===== src/rtl/sdp_rdma_pkg.sv =====
`default_nettype none
// ============================================================================
//  Package     : sdp_rdma_pkg
//  Description : Shared status encodings, FSM state type and field widths
//                for the SDP RDMA ping-pong group controller.
//  Revision    : 1.0 - initial release
// ============================================================================
package sdp_rdma_pkg;

    // Width of each per-group status field in the register map
    localparam int STATUS_W = 2;

    // Per-group status encodings; value 3 is reserved and never driven
    localparam logic [STATUS_W-1:0] ST_IDLE    = 2'd0;
    localparam logic [STATUS_W-1:0] ST_RUNNING = 2'd1;
    localparam logic [STATUS_W-1:0] ST_PENDING = 2'd2;

    // Width of the inter-layer gap counter (GAP_CYCLES is limited to 1..15)
    localparam int GAP_CNT_W = 4;

    // Controller FSM states
    typedef enum logic [1:0] {
        S_IDLE = 2'd0,
        S_BUSY = 2'd1,
        S_GAP  = 2'd2
    } fsm_state_t;

endpackage : sdp_rdma_pkg
`default_nettype wire


===== src/rtl/sdp_rdma_group_slot.sv =====
`default_nettype none
// ============================================================================
//  Module      : sdp_rdma_group_slot
//  Description : One ping-pong register group: holds the op-enable flag,
//                resolves hw-clear / sw-set / sw-cancel priority and encodes
//                the registered status field from next-state values.
//  Revision    : 1.0 - initial release
// ============================================================================
module sdp_rdma_group_slot
    import sdp_rdma_pkg::*;
#(
    parameter logic GROUP_IDX = 1'b0
) (
    input  logic                autosa_core_clk,
    input  logic                autosa_core_rstn,
    input  logic                i_producer,
    input  logic                i_op_en_wr,
    input  logic                i_op_en_wr_data,
    input  logic                i_hw_clear,      // op_done accepted in S_BUSY
    input  logic                i_consumer,
    input  logic                i_busy,          // FSM currently in S_BUSY
    input  logic                i_consumer_nxt,
    input  logic                i_busy_nxt,      // FSM enters/stays in S_BUSY next
    output logic                o_op_en,
    output logic [STATUS_W-1:0] o_status
);

    logic                r_op_en;
    logic                w_op_en_nxt;
    logic [STATUS_W-1:0] r_status;
    logic [STATUS_W-1:0] w_status_nxt;
    logic                w_sel;
    logic                w_running;
    logic                w_clear;
    logic                w_run_nxt;

    assign w_sel     = (i_producer == GROUP_IDX);
    assign w_running = i_busy & (i_consumer == GROUP_IDX);
    assign w_clear   = i_hw_clear & (i_consumer == GROUP_IDX);
    assign w_run_nxt = i_busy_nxt & (i_consumer_nxt == GROUP_IDX);

    // Op-enable next value: hw completion beats any same-cycle sw write;
    // a set on an enabled group and a cancel of the running group are no-ops
    always_comb begin
        w_op_en_nxt = r_op_en;
        if (w_clear) begin
            w_op_en_nxt = 1'b0;
        end else if (i_op_en_wr && w_sel) begin
            if (i_op_en_wr_data && !r_op_en) begin
                w_op_en_nxt = 1'b1;
            end else if (!i_op_en_wr_data && !w_running) begin
                w_op_en_nxt = 1'b0;
            end
        end
    end

    // Status is encoded from next-state values so the register lines up
    // with the flop contents it describes
    always_comb begin
        w_status_nxt = ST_PENDING;
        if (!w_op_en_nxt) begin
            w_status_nxt = ST_IDLE;
        end else if (w_run_nxt) begin
            w_status_nxt = ST_RUNNING;
        end
    end

    // Op-enable and status registers
    always_ff @(posedge autosa_core_clk or negedge autosa_core_rstn) begin
        if (!autosa_core_rstn) begin
            r_op_en  <= 1'b0;
            r_status <= ST_IDLE;
        end else begin
            r_op_en  <= w_op_en_nxt;
            r_status <= w_status_nxt;
        end
    end

    assign o_op_en  = r_op_en;
    assign o_status = r_status;

endmodule : sdp_rdma_group_slot
`default_nettype wire


===== src/rtl/sdp_rdma_group_ctrl.sv =====
`default_nettype none
// ============================================================================
//  Module      : sdp_rdma_group_ctrl
//  Description : Hardware owner of the SDP RDMA ping-pong register groups.
//                Launches the datapath on the consumer group once enabled,
//                toggles consumer on completion and enforces an idle gap
//                between layers.
//  Revision    : 1.0 - initial release
// ============================================================================
module sdp_rdma_group_ctrl
    import sdp_rdma_pkg::*;
#(
    parameter int GAP_CYCLES = 1
) (
    input  logic                autosa_core_clk,
    input  logic                autosa_core_rstn,
    input  logic                i_producer,
    input  logic                i_op_en_wr,
    input  logic                i_op_en_wr_data,
    input  logic                i_op_done,
    output logic                o_consumer,
    output logic [STATUS_W-1:0] o_status_0,
    output logic [STATUS_W-1:0] o_status_1,
    output logic                o_op_start,
    output logic                o_op_group,
    output logic [1:0]          o_done_intr,
    output logic                o_err_unexp_done
);

    localparam logic [GAP_CNT_W-1:0] C_GAP_LOAD = GAP_CNT_W'(GAP_CYCLES - 1);

    fsm_state_t           r_state;
    fsm_state_t           w_state_nxt;
    logic                 r_consumer;
    logic                 w_consumer_nxt;
    logic [GAP_CNT_W-1:0] r_gap_cnt;
    logic [GAP_CNT_W-1:0] w_gap_cnt_nxt;
    logic                 w_op_start;
    logic [1:0]           w_done_intr_nxt;
    logic [1:0]           r_done_intr;
    logic                 r_op_group;
    logic                 r_err_unexp_done;
    logic                 w_busy;
    logic                 w_busy_nxt;
    logic                 w_hw_clear;
    logic [1:0]           w_op_en;
    logic [STATUS_W-1:0]  w_status [2];

    assign w_busy     = (r_state == S_BUSY);
    assign w_busy_nxt = (w_state_nxt == S_BUSY);
    assign w_hw_clear = i_op_done & w_busy;

    // Next-state and launch/completion decode
    always_comb begin
        w_state_nxt     = r_state;
        w_consumer_nxt  = r_consumer;
        w_gap_cnt_nxt   = r_gap_cnt;
        w_op_start      = 1'b0;
        w_done_intr_nxt = 2'b00;
        case (r_state)
            S_IDLE: begin
                // Only the consumer group may launch, so groups alternate
                if (w_op_en[r_consumer]) begin
                    w_op_start  = 1'b1;
                    w_state_nxt = S_BUSY;
                end
            end
            S_BUSY: begin
                if (i_op_done) begin
                    w_done_intr_nxt[r_consumer] = 1'b1;
                    w_consumer_nxt = ~r_consumer;
                    w_gap_cnt_nxt  = C_GAP_LOAD;
                    w_state_nxt    = S_GAP;
                end
            end
            S_GAP: begin
                if (r_gap_cnt == '0) begin
                    w_state_nxt = S_IDLE;
                end else begin
                    w_gap_cnt_nxt = r_gap_cnt - 1'b1;
                end
            end
            default: begin
                w_state_nxt = S_IDLE;
            end
        endcase
    end

    // FSM, consumer pointer and gap counter registers
    always_ff @(posedge autosa_core_clk or negedge autosa_core_rstn) begin
        if (!autosa_core_rstn) begin
            r_state    <= S_IDLE;
            r_consumer <= 1'b0;
            r_gap_cnt  <= '0;
        end else begin
            r_state    <= w_state_nxt;
            r_consumer <= w_consumer_nxt;
            r_gap_cnt  <= w_gap_cnt_nxt;
        end
    end

    // Launched group, completion interrupt and sticky unexpected-done flag;
    // done_intr is registered so it appears together with the new consumer
    always_ff @(posedge autosa_core_clk or negedge autosa_core_rstn) begin
        if (!autosa_core_rstn) begin
            r_op_group       <= 1'b0;
            r_done_intr      <= 2'b00;
            r_err_unexp_done <= 1'b0;
        end else begin
            if (w_op_start) begin
                r_op_group <= r_consumer;
            end
            r_done_intr <= w_done_intr_nxt;
            if (i_op_done && !w_busy) begin
                r_err_unexp_done <= 1'b1;
            end
        end
    end

    // One slot per ping-pong group
    generate
        for (genvar gi = 0; gi < 2; gi++) begin : g_slot
            sdp_rdma_group_slot #(
                .GROUP_IDX (1'(gi))
            ) u_slot (
                .autosa_core_clk  (autosa_core_clk),
                .autosa_core_rstn (autosa_core_rstn),
                .i_producer       (i_producer),
                .i_op_en_wr       (i_op_en_wr),
                .i_op_en_wr_data  (i_op_en_wr_data),
                .i_hw_clear       (w_hw_clear),
                .i_consumer       (r_consumer),
                .i_busy           (w_busy),
                .i_consumer_nxt   (w_consumer_nxt),
                .i_busy_nxt       (w_busy_nxt),
                .o_op_en          (w_op_en[gi]),
                .o_status         (w_status[gi])
            );
        end
    endgenerate

    assign o_consumer       = r_consumer;
    assign o_status_0       = w_status[0];
    assign o_status_1       = w_status[1];
    assign o_op_start       = w_op_start;
    assign o_op_group       = r_op_group;
    assign o_done_intr      = r_done_intr;
    assign o_err_unexp_done = r_err_unexp_done;

endmodule : sdp_rdma_group_ctrl
`default_nettype wire


===== config.mk =====
export PLATFORM = sky130hd
export DESIGN_NAME = sdp_rdma_group_ctrl
export DESIGN_NICKNAME = d
export VERILOG_FILES = /design/src/rtl/sdp_rdma_pkg.sv /design/src/rtl/sdp_rdma_group_slot.sv /design/src/rtl/sdp_rdma_group_ctrl.sv
export SDC_FILE = /design/constraint.sdc
export NUM_CORES = 1
export LEC_CHECK = 0
export CAP_MARGIN = 25
export CORE_MARGIN = 2
export CORE_UTILIZATION = 53
export CTS_CLUSTER_SIZE = 28
export DETAILED_ROUTE_END_ITERATION = 10
export HOLD_SLACK_MARGIN = 0.1
export PLACE_DENSITY = 0.82
export SYNTH_ARGS = -nofsm -noshare
export SYNTH_HDL_FRONTEND = slang
export SYNTH_HIERARCHICAL = 1
export SYNTH_SLANG_ARGS = --single-unit

===== constraint.sdc =====
create_clock -name autosa_core_clk -period 3.3 [get_ports autosa_core_clk]
set_clock_uncertainty 0.05 [all_clocks]
set_input_delay 0.825 -clock autosa_core_clk [delete_from_list [all_inputs] [get_ports autosa_core_clk]]
set_output_delay 0.825 -clock autosa_core_clk [all_outputs]
set_load 0.1 [all_outputs]

== Word-level counts from Yosys, hierarchy flattened ==
Index checks and enable logic that the tools add are counted.
Word-level totals
  output and inout port bits: 10
  flip-flop bits (word level): 17
  input port bits: 6
  word-level logic and storage cells: 75
Operators by class
  bitwise gates (word level): 10
  equality and inequality tests: 5
  add/sub/neg operators: 1
  reductions and logical operators: 18
  $lt $le $gt $ge: 2
  muxes and demuxes: 29
Operator list (number)
  $mux 2: 9
  $mux 1: 15
  $logic_and 1x1->1: 8
  $mux 4: 2
  $pmux 4 s2: 1
  $and 1x1->1: 7
  $logic_not 1->1: 6
  $pmux 2 s3: 1
  $eq 2x1->1 const B: 2
  $logic_not 4->1: 1
  $ne 2x2->1 const B: 2
  $sub 4x1->4 const B: 1
  $not 1->1: 3
  $reduce_and 3->1: 1
  $eq 2x2->1 const B: 1
  $logic_not 2->1: 1
  $lt 1x2->1 const B: 1
  $reduce_bool 2->1: 1
  $demux 1 s1: 1
  $ge 1x1->1 const B: 1

== Depth between registers and ports, before layout ==
  word-level depth: 9
  mapped depth: 6
  depth with buffers taken out: 5

== Hierarchy ==
The synthesis kept the hierarchy.
Modules (own cells, without submodules)
  sdp_rdma_group_ctrl: seq. area each 275.3 um2, cells each 54, instances 1, area each 555.5 um2
  sdp_rdma_group_slot at g_slot[0].u_slot: seq. area each 75.1 um2, cells each 12, instances 1, area each 140.1 um2
  sdp_rdma_group_slot at g_slot[1].u_slot: seq. area each 75.1 um2, cells each 11, instances 1, area each 123.9 um2

== Worst setup path after synthesis ==
Ideal clock, no wire load.
  path kind: register to output
  start: register r_consumer, in the netlist o_consumer
  end: output o_op_start
  path buffers: 0
  data arrival time: 3.304 ns
  data required time: 2.425 ns
  setup slack: -0.879 ns
  stages on the path, launching flop included: 3
  path through: dfrtp_1 -> mux2i_1 -> nor3_1
Between the ends
  word-level cells in the longest chain between the ends: 4
Ends and longest elaborated chain
  start, declared: line sdp_rdma_group_ctrl.sv:34  | logic r_consumer;
  start signal, assigned: line sdp_rdma_group_ctrl.sv:97  | r_consumer <= w_consumer_nxt;
  $mux 1 (implied by the code) (2 in series): line sdp_rdma_group_ctrl.sv:63  | if (w_op_en[r_consumer]) begin
  $mux 1: line sdp_rdma_group_ctrl.sv:63
  $mux 1: line sdp_rdma_group_ctrl.sv:60  | case (r_state)
  end, declared: line sdp_rdma_group_ctrl.sv:24  | output logic o_op_start,
Every way passes these cells. The select of a mux whose other input is x is not followed.

== Worst setup path after layout ==
Ends and elaborated chain as after synthesis.

==> summary by stage <==
Yosys
The cell area that synthesis handed to floorplanning was 820 sq um. The post-synth net total is 86. Of all flip-flops after synthesis, the portion carrying an async set or reset was 1.00. Counting every instance in the synthesized netlist gives 77. The synthesized design contains 17 register bits. The sequential share of the synthesized area is 0.519. The commonest register cell after synthesis is sky130_fd_sc_hd__dfrtp_1.

The post-synthesis cell type with the largest combined area is sky130_fd_sc_hd__dfrtp_1. The synthesized design contains 0 enable-type register cells. The share of the synthesized area in the top cell type is 0.519. The warning count from the yosys run is 6. Yosys attributes the largest share of cell area to sky130_fd_sc_hd__dfrtp_1 (52%), sky130_fd_sc_hd__ha_1 (4.6%), sky130_fd_sc_hd__inv_1 (4.1%). The count of distinct cell types in the synthesized netlist is 32. In the synthesized netlist, the cells that appear most often are sky130_fd_sc_hd__dfrtp_1 (17), sky130_fd_sc_hd__inv_1 (9), sky130_fd_sc_hd__a21oi_1 (5), sky130_fd_sc_hd__nand2_1 (5), sky130_fd_sc_hd__nand2b_1 (4).

Each instance of the synthesized netlist takes up on average 10.6 sq um. Yosys instantiated no cell more often than sky130_fd_sc_hd__dfrtp_1.

Timing
The worst path needs 2300 ps of the cycle, external delays included. The transition time of the tightest slew-check pin is 728 ps. The setup TNS is 0 ps. The total count of hold-check failures in the final report is 0. The number of pins with negative max-slew slack in the final report is 0. Setup repair after global routing left no endpoint under its margin.

Of the available clock period, the critical path in the final layout requires 0.696. Timing would allow up to 435 MHz. Across all hold checks on the routed design, the worst slack comes to 448 ps. The final setup violation count is 0. Headroom to the max-slew limit came out at 0.513.

Floorplan
16 I/O pins were placed. The initial utilization of the core area, before any placement, comes to 0.557. Measured along the x axis, the die boundary spans 43.3 microns.

The area enclosed by the die boundary is 1880 sq um. The number of placement rows is 14. The core region is 1470 sq um. Measured along the y axis, the die boundary spans 43.3 microns.

Worst setup path
Data on the critical path arrives at its endpoint at 1420 ps. The critical path endpoint category is an output port. In this run the register-to-register setup slack is 1600 ps. The category of the most critical setup path is flop to output port. The endpoint of the worst-slack reg-to-reg timing path is g_slot[0].u_slot/o_status[1]. The worst register-to-register path has a depth of 5.

The worst setup path is launched from a flop. The start of the worst register-to-register path is o_consumer. The data required time of the worst path is 2420 ps.

Of all nets on the critical path, the largest fanout is 9.

Worst hold path
The worst hold path begins at o_err_unexp_done. Counting instances, the worst hold path has a depth of 1. The tightest min-delay check is of the flop to flop type.

The worst hold endpoint is o_err_unexp_done.

Finish
The ratio of cells with drive above 1 in the final layout is 0.189. The post-layout instance count excluding filler cells is 111. The number of antenna diodes in the final layout is 0. The net count of the finished layout is 105. Compared with the post-synthesis result, the final layout area differs by 21.7%.

Counting the fill cells in the layout gives 117.

Clock network
The clock drives 17 sinks. In this run, post-CTS hold repair placed 0 buffers. Once the clock tree was built, the setup fixing pass inserted 0 buffers.

The number of clock buffers added by TritonCTS is 3. After clock tree synthesis, the clock-pin slew on the worst setup and hold paths is 90 ps. CTS built an H-tree with a depth of 1. The number of gates resized after CTS was 0. TritonCTS built the clock tree. The clock tree root driver cell is sky130_fd_sc_hd__clkbuf_4.

The clock latency reported for the late side of the worst-skew pair is 270 ps. The maximum number of buffers from clock root to sink is 2.

Global route
The maximum number of pins on one net before global-route repair is 18. The first global-routing pass estimated 2330 microns of wire. The number of global-route vias before repair is 532. After global routing the overflow that remains totals 0. The total routing resource utilization after global routing is 0.167.

The initial antenna violation count was 0.

Placement
After detailed placement, the design holds a cell count of 107. Buffers placed on the I/O ports in this run total 15. The final weighted congestion in routability-driven placement is 0.815. The HPWL reported at the end of detailed placement is 1060 microns.

Drt
Wires add up to 1370 microns. The per-cell via count in the routed design is 5.43. In the routed design, unresolved DRC markers number 0. Once detail routing completed, the nets flagged for antenna violations numbered 0.

Detailed routing inserted a total of 603 vias. The average wire per standard cell is 12.3 microns. The DRC marker count from the first detailed-route iteration is 20. The number of search-and-repair iterations in the first detailed-routing pass is 4.

Run
The tool flagged a number of max-cap violations equal to 0.

Status
The flow ran to the end, and the final reports show no timing, DRC or antenna violations.
## registers in the layout (all words and copies together) (netlist names)
| register | count |
|---|---|
| o_err_unexp_done | 1 |
| r_state | 2 |
| o_done_intr | 2 |
| r_gap_cnt | 4 |
| g_slot.u_slot/o_op_en | 2 |
| o_op_group | 1 |
| g_slot.u_slot/o_status | 4 |
| o_consumer | 1 |
## per-layer routing
layer	vias to the layer above	GRT usage	part of all wire
li1	307	-	-
met1	279	0.262	0.54
met2	17	0.242	0.41
met3	0	0.0298	0.050
met4	0	0.0364	0
met5	-	0	0
## final cells by class
class	count	area (sq um)	share of cell area
multi-input combinational	49	363	0.364
clock buffer	4	26.3	0.0263
inverter	10	37.5	0.0376
sequential	17	425	0.427
tap	16	20.0	0.0201
timing repair buffer	15	125	0.125
## how the worst max path moves through the flow
| stage | startpoint | end | depth (start not counted) |
|---|---|---|---|
| CTS | o_consumer | o_op_start | 3 |
| detailed placement | i_op_done | g_slot[0].u_slot/o_status[1] | 5 |
| global placement | i_op_done | g_slot[0].u_slot/o_status[1] | 5 |
| floorplan | o_consumer | o_op_start | 2 |
| finish | o_consumer | o_op_start | 3 |
| global route | i_op_done | g_slot[0].u_slot/o_status[1] | 5 |
## through the flow
stage | setup WS, ps | instance area [sq um] | utilization
floorplan | 354 | 831 | -
global placement | 843 | 971 | 0.660
detailed placement | 787 | 971 | 0.660
CTS | 996 | 997 | 0.678
global route | 913 | 997 | 0.678
finish | 1000 | 997 | 0.678
## cell usage in the layout (no fill, tap or decap), types with 2 or more instances in the layout
cell type,n
sky130_fd_sc_hd__nand2b_1,4
sky130_fd_sc_hd__buf_4,10
sky130_fd_sc_hd__and2_1,2
sky130_fd_sc_hd__o21ai_1,2
sky130_fd_sc_hd__clkdlybuf4s50_1,5
sky130_fd_sc_hd__nor2_1,3
sky130_fd_sc_hd__mux2i_1,2
sky130_fd_sc_hd__o21bai_1,2
sky130_fd_sc_hd__ha_1,3
sky130_fd_sc_hd__inv_1,9
sky130_fd_sc_hd__a21oi_1,5
sky130_fd_sc_hd__nand2_1,5
sky130_fd_sc_hd__dfrtp_1,17
sky130_fd_sc_hd__clkbuf_4,3
sky130_fd_sc_hd__nor3b_1,2
sky130_fd_sc_hd__and3b_1,2
## worst max-delay path, cell delays in order, from the launching register on
cell	delay [ps]
sky130_fd_sc_hd__dfrtp_1	480
sky130_fd_sc_hd__mux2i_1	190
sky130_fd_sc_hd__nor3_4	160
sky130_fd_sc_hd__buf_4	320
## kinds of logic (layout without fill, tap and decap cells)
| kind of cell | count (synthesis) | in the layout | synth area share |
|---|---|---|---|
| and+or+nand+nor | 26 | 26 | 0.200 |
| AOI/OAI and AO/OA | 18 | 18 | 0.159 |
| DFF | 17 | 17 | 0.519 |
| buffers and inverters | 11 | 29 | 0.0519 |
| adders and majority gates | 3 | 3 | 0.0458 |
| muxes | 2 | 2 | 0.0244 |
Power is left out: the tool's default activity adds up to more than one toggle a clock period on the data nets, which glitch-free logic cannot reach.
